$ cat config.mk
export PLATFORM = sky130hd
export DESIGN_NAME = ramb4_s1_arb
export DESIGN_NICKNAME = d
export VERILOG_FILES = /design/src/rtl/ramb4_s1_arb.sv
export SDC_FILE = /design/constraint.sdc
export NUM_CORES = 1
export LEC_CHECK = 0
export ABC_AREA = 1
export ABC_CLOCK_PERIOD_IN_PS = 1550
export CORE_MARGIN = 4
export CORE_UTILIZATION = 25
export CTS_CLUSTER_SIZE = 14
export DETAILED_ROUTE_END_ITERATION = 8
export PLACE_DENSITY = 0.84
export SYNTH_ARGS = -nofsm -noshare
export SYNTH_HDL_FRONTEND = slang
export SYNTH_SLANG_ARGS = --single-unit
export TNS_END_PERCENT = 30
$ cat constraint.sdc
create_clock -name CLK -period 1.55 [get_ports CLK]
set_clock_uncertainty 0.15 [all_clocks]
set_input_delay 0.2325 -clock CLK [delete_from_list [all_inputs] [get_ports CLK]]
set_output_delay 0.2325 -clock CLK [all_outputs]
set_load 0.03 [all_outputs]
$ cat src/rtl/ramb4_s1_arb.sv
// Round-robin A/B arbiter in front of a 4096x1 single-port block RAM.
// Optional full-RAM clear engine compiled in with RAMB4_S1_ARB_CLEAR_EN.
module ramb4_s1_arb (
    input  logic        CLK,
    input  logic        RST,
    input  logic        A_REQ,
    input  logic        A_WE,
    input  logic [11:0] A_ADDR,
    input  logic        A_DI,
    output logic        A_ACK,
    output logic        A_VLD,
    output logic        A_DO,
    input  logic        B_REQ,
    input  logic        B_WE,
    input  logic [11:0] B_ADDR,
    input  logic        B_DI,
    output logic        B_ACK,
    output logic        B_VLD,
    output logic        B_DO,
    input  logic        CLR_START,
    output logic        CLR_BUSY,
    output logic        RAM_EN,
    output logic        RAM_WE,
    output logic        RAM_RST,
    output logic [11:0] RAM_ADDR,
    output logic        RAM_DI,
    input  logic        RAM_DO
);
    localparam logic LAST_A = 1'b0;
    localparam logic LAST_B = 1'b1;

    logic        last_q, last_d;
    logic        a_vld_q, b_vld_q;
    logic        busy;
    logic        arb_ok;
    logic        grant_a, grant_b;
    logic [11:0] clr_addr;

`ifdef RAMB4_S1_ARB_CLEAR_EN
    localparam logic [0:0] ST_ARB   = 1'b0;
    localparam logic [0:0] ST_CLEAR = 1'b1;

    logic [0:0]  state_q, state_d;
    logic [11:0] clr_cnt_q, clr_cnt_d;

    // Counter wraps 4095 -> 0 on exit, so it is already 0 for the next clear.
    always_comb begin
        state_d   = state_q;
        clr_cnt_d = clr_cnt_q;
        if (state_q == ST_ARB) begin
            if (CLR_START) begin
                state_d   = ST_CLEAR;
                clr_cnt_d = '0;
            end
        end else begin
            clr_cnt_d = clr_cnt_q + 12'd1;
            if (clr_cnt_q == 12'hFFF)
                state_d = ST_ARB;
        end
    end

    always_ff @(posedge CLK) begin
        if (RST) begin
            state_q   <= ST_ARB;
            clr_cnt_q <= '0;
        end else begin
            state_q   <= state_d;
            clr_cnt_q <= clr_cnt_d;
        end
    end

    assign busy     = (state_q == ST_CLEAR);
    assign clr_addr = clr_cnt_q;
`else
    logic unused_clr_start;
    assign unused_clr_start = CLR_START;
    assign busy             = 1'b0;
    assign clr_addr         = '0;
`endif

    assign CLR_BUSY = busy;

    // Conflicts go to whoever was not granted last.
    assign arb_ok  = !RST && !busy;
    assign grant_a = arb_ok && A_REQ && (!B_REQ || (last_q == LAST_B));
    assign grant_b = arb_ok && B_REQ && (!A_REQ || (last_q == LAST_A));

    assign A_ACK = grant_a;
    assign B_ACK = grant_b;

    always_comb begin
        last_d = last_q;
        if (grant_a)
            last_d = LAST_A;
        else if (grant_b)
            last_d = LAST_B;
    end

    always_comb begin
        RAM_EN   = 1'b0;
        RAM_WE   = 1'b0;
        RAM_ADDR = A_ADDR;
        RAM_DI   = A_DI;
        if (busy && !RST) begin
            RAM_EN   = 1'b1;
            RAM_WE   = 1'b1;
            RAM_ADDR = clr_addr;
            RAM_DI   = 1'b0;
        end else if (grant_a) begin
            RAM_EN   = 1'b1;
            RAM_WE   = A_WE;
        end else if (grant_b) begin
            RAM_EN   = 1'b1;
            RAM_WE   = B_WE;
            RAM_ADDR = B_ADDR;
            RAM_DI   = B_DI;
        end
    end

    assign RAM_RST = 1'b0;

    always_ff @(posedge CLK) begin
        if (RST) begin
            last_q  <= LAST_B;
            a_vld_q <= 1'b0;
            b_vld_q <= 1'b0;
        end else begin
            last_q  <= last_d;
            a_vld_q <= grant_a;
            b_vld_q <= grant_b;
        end
    end

    // RAM output is write-first, so writes return the written bit too.
    assign A_VLD = a_vld_q;
    assign B_VLD = b_vld_q;
    assign A_DO  = RAM_DO & a_vld_q;
    assign B_DO  = RAM_DO & b_vld_q;

endmodule
# After elaboration in Yosys (flattened, before gate mapping)
# Cells that the tools add are included.
# word_totals
regBits	3
output_inout_bits	23
in_bits	34
# op_classes
reduce_logical	10
bitwise	3
muxes	10
# ops
cell	count
12-bit 2-to-1 mux	2
1-bit 2-to-1 mux	8
1-bit logical AND	4
1-bit zero test	3
1-bit bitwise AND	2
1-bit logical OR	2
2-bit nonzero test	1
1-bit inverter	1

# Depth between registers and ports, before layout
# Gate-level depths: netlist of run 1.
# logic_depth
depth_word	5
mapped_depth	5
depth_no_buf	4

# Least setup slack after synthesis of run 1
# Ideal clock, no wire load.
# synth_path
path_kind	flip-flop to output port
start	register last_q
end	output port RAM_ADDR[3]
t_arrival_ns	0.897
path_buffers	1
path_slack_ns	0.271
stages_incl_launch_ff	6
path_cell_list	dfxtp_1 nand2_2 nand3_4 buf_6 nand2_1 nand2_1
# synth_via
elab_chain_cells	5
elab_cells_between_ends	7
cone_classes	mux (2); bitwise (1); reduce/logical (4)
# synth_rtl
element	line	source
start: declaration	32	logic last_q, last_d;
start signal: assignment	128	last_q <= last_d;
1-bit inverter	86	assign grant_b = arb_ok && B_REQ && (!A_REQ || (last_q == LAST_A));
1-bit logical OR	86	
1-bit logical AND	86	
12-bit 2-to-1 mux	112	end else if (grant_b) begin
12-bit 2-to-1 mux (*)	109	end else if (grant_a) begin
end: declaration	25	output logic [11:0] RAM_ADDR,
# Every way passes the cells marked *; elsewhere a longest branch is shown, timed or not.

# Final worst setup path of run 1
# layout_path
start	register last_q
end	output port RAM_ADDR[5]
# Same word-level chain as after synthesis.

==> run metrics, run 1 <==
Post-Route WL 1.62 mm; FF-to-FF Start last_q$_SDFFE_PP1P_; share of layout cells above drive strength 1 0.290; Max Clk Rate 671 MHz; GR Util met2 0.253; # port buffers 53; count of pins over their slew limit 0; Post-Syn Instances 71; multi-input logic area around 280 um2; synth top area cells nand2_1, nand4_1, dfxtp_1; n_diodes 0; warnings from Yosys 0; TritonCTS buffer count 3; Placement Rows 14; Tmin final ~1.5 ns; crit-path most repeated cell nand2_1; status finished, final reports clean; GRT met1 Usage 0.148; WP data arrival 1.11 ns; Starting Density 0.265; total core area about 1500 um2; Post-CTS Setup Bufs 0; antenna-violating nets left 0; Setup crit end kind output pin; Critical Path RT 1.17 ns; Synth top area share 0.301; Core Util, Final 0.663; sequential area share after synthesis 0.150; CP Buf/Inv Count 1; synthesized area per cell 5.62 um2; register area 61.3 um2; Routed WL per cell 11.0 um; worst r2r dst B_VLD$_SDFF_PP0_; R2R Setup Slk about 0.67 ns; Hold WC Path Type input pin to flip-flop; DRT iter0 DRCs 14; RSZ-0062 raised after global routing true; Worst-Skew Late Latency 0.23 ns; end of the worst hold path B_VLD$_SDFF_PP0_; Crit Path Max Fanout 8; Routability Congestion 0.710; Fill cells ~140; Slowest-stage cell, CP dfxtp_2; total I/O pin count between 50 and 60; Netlist cell types 14; hold path cells 3; Place WS -0.183 ns; vias in the first global route 607; Post-Syn Area between 300 and 400 um2; Placed Cells 140; Die X-Extent 48.0 um; met3 usage 0.0376; crit-path cells nand2_4 -> nand3_4 -> nand2_1 -> nand2_1 -> buf_4; crit-path max cell delay 0.33 ns; NumNets Final around 170; Clock Pin Slew Worst Setup and Hold Paths 0.04 ns; Leak 0.549 nW; Max clock buf depth 2; first-pass GRT wire length ~2.3 mm; Peak VDD IR 0.300 mV; Final WS setup 0.0603 ns; vias 683; Root Buffer clkbuf_4; initial antenna violation count 0; delay-heaviest family, CP simple AND/OR/NAND/NOR gates; grt ovf 0; Final Cycle Share 0.961; Final Hold Viols 0; H-Tree Depth 1; gr busiest metal met2; P&R area growth vs syn 150%; CTS tree built; WHS about 0.23 ns; Worst Setup Path Type flip-flop to output pin; DRC violation count after routing 0; P per Cell Area 571 nW/um2; DR pass1 iterations 4; crit path launch type flip-flop; leading area contributor after synthesis nand2_1; endpoints failing setup 0; largest net degree at the start of global routing 10; Post-Layout Cell Count 147; #FFs+latches synth 3; routed vias/inst 4.65; Hold Path Origin B_REQ; Tot GR Track Use 0.140; max-cap violations 0; CTS sink count 3; die area 2300 um2; half-perimeter wire length after placement 1.28 mm; Die Ht approximately 48 um; FF-to-FF path depth 3
[metrics by stage]
step | total power [W] | area [um2] | TNS (ns)
floorplan | 0.000253 | 403 | 0
global placement | 0.000405 | 897 | -2.42
detailed placement | 0.000409 | 897 | -2.61
CTS | 0.000565 | 973 | 0
global route | 0.000610 | 998 | -0.0951
finish | 0.000570 | 998 | 0
[cell families after synthesis]
logic type | synth area share
flops | 0.150
other cells | 0.00940
compound gates | 0.0188
simple gates | 0.602
buf+inv | 0.219
[flip-flops by register name, indices dropped and copies added (netlist names)]
signal  count
last_q      1
A_VLD       1
B_VLD       1
[power breakdown]
| part | internal [W] | total, W | switching, W |
|---|---|---|---|
| Clock | 0.0000965 | 0.000137 | 0.0000409 |
| Sequential | 0.0000832 | 0.0000864 | 0.00000318 |
| Combinational | 0.000167 | 0.000346 | 0.000179 |
[cells in the mapped netlist, drive strengths merged]
master and number:
nor2 1, nand2 33, o211ai 1, buf 7
nand4 14, dfxtp 3, conb 1, inv 9
nand3 2
[cells in the final DEF (no fill, tap or decap), drive strengths merged]
cell and count:
buf 27, clkbuf 5, clkdlybuf4s50 29, conb 2
dfxtp 3, dlygate4sd2 4, inv 9, nand2 33
nand3 3, nand4 14, nor2 1, o211ai 1
[tightest hold or removal path: stages]
cell and delay [ns]:
clkbuf_2 0.15, nand3_4 0.13, inv_1 0.05
[metal layers]
layer	wire length, um	share of wire	up-vias
met2	838	0.52	36
met5	0	0	-
met3	213	0.13	0
met4	0	0	0
met1	563	0.35	296
li1	-	-	351
[how the worst max path moves through the flow]
stage,startpoint,endpoint,cells after the start
6_report,last_q$_SDFFE_PP1P_,RAM_ADDR[5],5
5_1_grt,last_q$_SDFFE_PP1P_,RAM_DI,5
4_1_cts,last_q$_SDFFE_PP1P_,RAM_ADDR[0],5
3_5_place_dp,B_REQ,RAM_ADDR[10],5
3_3_place_gp,B_REQ,RAM_ADDR[2],5
2_1_floorplan,last_q$_SDFFE_PP1P_,RAM_ADDR[3],5
[final cells by class]
type / count / area share
inverters: 9 / 0.0338
flip-flops and latches: 3 / 0.0614
multi-input cells: 54 / 0.283
clock buffers: 4 / 0.0263
well taps: 16 / 0.0201
repair buffers: 61 / 0.575
[what timing repair did]
item	4_1_cts	5_1_grt
hold buffers	0	0
pin swaps	3	3
cloned	3	0
setup endpoints to repair	19	16
resized for setup	13	11
No activity file was read; power rests on OpenSTA's default activity.
==> inputs of run 2 (changes only) <==
CORE_AREA = 4 4 41 43   (was not set)
CORE_MARGIN = not set   (was 4)
CORE_UTILIZATION = not set   (was 25)
DIE_AREA = 0 0 45 47   (was not set)
DONT_BUFFER_PORTS = 1   (was not set)
PLACE_DENSITY = not set   (was 0.84)
==> run 2 against run 1 <==
Cell area is 46% lower. Core utilization is 25 points lower. Critical path type unchanged. Non-clock buffer count is 53 lower. Power is 25% lower. Global-route usage is 1.9 points lower. Combinational power is 40% lower. Largest power group unchanged. Flip-flop and latch count stayed put. Maximum frequency is 0.69% higher. Hold slack worse by 0.19 ns. Critical path depth is 1 lower. Largest cell class is now multi-input combinational cells. Via count is 24% lower.
==> run metrics, run 2 (synthesis gave the netlist of run 1 again) <==
Critical Path RT 1.17 ns (about the same); total I/O pin count 57 (unchanged); Max Clk Rate 676 MHz (was 671 MHz); Leak 0.294 nW (was 0.549 nW); Hold WC Path Type input pin to flip-flop (unchanged); Core Util, Final 0.416 (was 0.663); Root Buffer clkbuf_4 (unchanged); Setup crit start last_q$_SDFFE_PP1P_ (unchanged); status finished, final reports clean (unchanged); max-cap violations 0 (unchanged); vias 522 (was 683); crit path launch type flip-flop (unchanged); RSZ-0062 raised after global routing false (was true); largest net degree at the start of global routing 18 (was 10); Routability Congestion 0.702 (was 0.710); antenna-violating nets left 0 (unchanged); Worst-Skew Late Latency 0.23 ns (about the same); DP Area 398 um2 (was 897 um2); WHS 0.0458 ns (was 0.234 ns); Post-Route WL 1.39 mm (was 1.62 mm); Starting Density 0.307 (was 0.265); TritonCTS buffer count 3 (unchanged); Final WS setup 0.0705 ns (was 0.0603 ns); Die X-Extent 45 um (was 48.0 um); n_diodes 0 (unchanged); H-Tree Depth 1 (unchanged); P&R area growth vs syn 35.7% (was 150%); Crit Path Max Fanout 7 (was 8); Final Hold Viols 0 (unchanged); total core area 1300 um2 (was 1510 um2); first-pass GRT wire length 1.89 mm (was 2.33 mm); Peak VDD IR 0.269 mV (was 0.300 mV); Setup crit end kind output pin (unchanged); Tmin final 1.48 ns (was 1.49 ns); DRC violation count after routing 0 (unchanged); Worst Setup Path Type flip-flop to output pin (unchanged); Post-Layout Inst Area 542 um2 (was 998 um2); Final Cycle Share 0.954 (was 0.961); half-perimeter wire length after placement 993 um (was 1.28 mm); vias in the first global route 452 (was 607); count of pins over their slew limit 0 (unchanged); endpoints failing setup 0 (unchanged); Setup TNS 0 ns (unchanged); DRT iter0 DRCs 5 (was 14); Place WS 0.152 ns (was -0.183 ns); die area 2120 um2 (was 2300 um2); Die Ht 47 um (was 48.0 um); CTS tree built (unchanged); CTS sink count 3 (unchanged); routed vias/inst 5.55 (was 4.65); Max clock buf depth 2 (unchanged); Hold Path Origin B_REQ (unchanged); # port buffers 0 (was 53); Routed WL per cell 14.8 um (was 11.0 um); WP data arrival 1.10 ns (was 1.11 ns); share of layout cells above drive strength 1 0.418 (was 0.290); grt ovf 0 (unchanged); commonest cells after routing, fill and taps aside nand2_1, nand2_2, nand4_1 (was nand2_1, clkdlybuf4s50_1, buf_4); Tot GR Track Use 0.121 (was 0.140); most common cell after layout, fill and taps aside nand2_1 (unchanged); Placement Rows 13 (was 14); DR pass1 iterations 5 (was 4); Clock Pin Slew Worst Setup and Hold Paths 0.04 ns (about the same); P per Cell Area 790 nW/um2 (was 571 nW/um2); FF-to-FF Start last_q$_SDFFE_PP1P_ (unchanged); NumNets Final 114 (was 166); initial antenna violation count 0 (unchanged)
==> run 2: final cells by class <==
type                    count  area, um2
fillers                   144        759
multi-input cells          55        332
repair buffers              8       66.3
flip-flops and latches      3       61.3
inverters                   9       37.5
clock buffers               4       26.3
well taps                  15       18.8
==> run 2: timing repair <==
| item | in CTS | in global routing |
|---|---|---|
| buffers inserted | 0 | 3 |
| resized for setup | 17 | 6 |
| hold buffers | 1 | 0 |
| pin swaps | 1 | 6 |
| gates cloned | 1 | 1 |
| endpoints found under the setup margin | 15 | 16 |
| hold endpoints to repair | 1 | 0 |
==> run 2: power by group <==
group	switching, W	leakage (nW)	internal, W
Clock	0.0000379	0.0150	0.0000963
Combinational	0.000155	0.254	0.0000505
Sequential	0.00000469	0.0247	0.0000833
Total	0.000198	0.294	0.000230
==> run 2: path summary, 6_finish.rpt <==
path / endpoint / slack [ns] / cells after the start
worst min register to register: last_q$_SDFFE_PP1P_ / 0.39 / 2
worst max-delay path: RAM_ADDR[6] / 0.07 / 4
worst max register to register: A_VLD$_SDFF_PP0_ / 0.62 / 4
worst min-delay path: last_q$_SDFFE_PP1P_ / 0.05 / 2
==> run 2: critical path, stage by stage (launching register included) <==
cell	delay, ns
dfxtp_2	0.34
nand2_4	0.12
buf_6	0.13
nand4_1	0.13
nand2_4	0.15
==> run 2: routing by layer <==
metal	vias up	track usage	routed length, um
met4	0	0.0702	0
met2	36	0.220	776
met1	239	0.140	466
met5	-	0	0
li1	247	-	-
met3	0	0.00383	148
==> run 2: through the flow <==
| stage | cells | total power (W) |
|---|---|---|
| final | 94 | 0.000428 |
| after global routing | 94 | 0.000457 |
| after CTS | 90 | 0.000415 |
| after detailed placement | 84 | 0.000257 |
| after global placement | 84 | 0.000254 |
| after floorplan | 72 | 0.000253 |
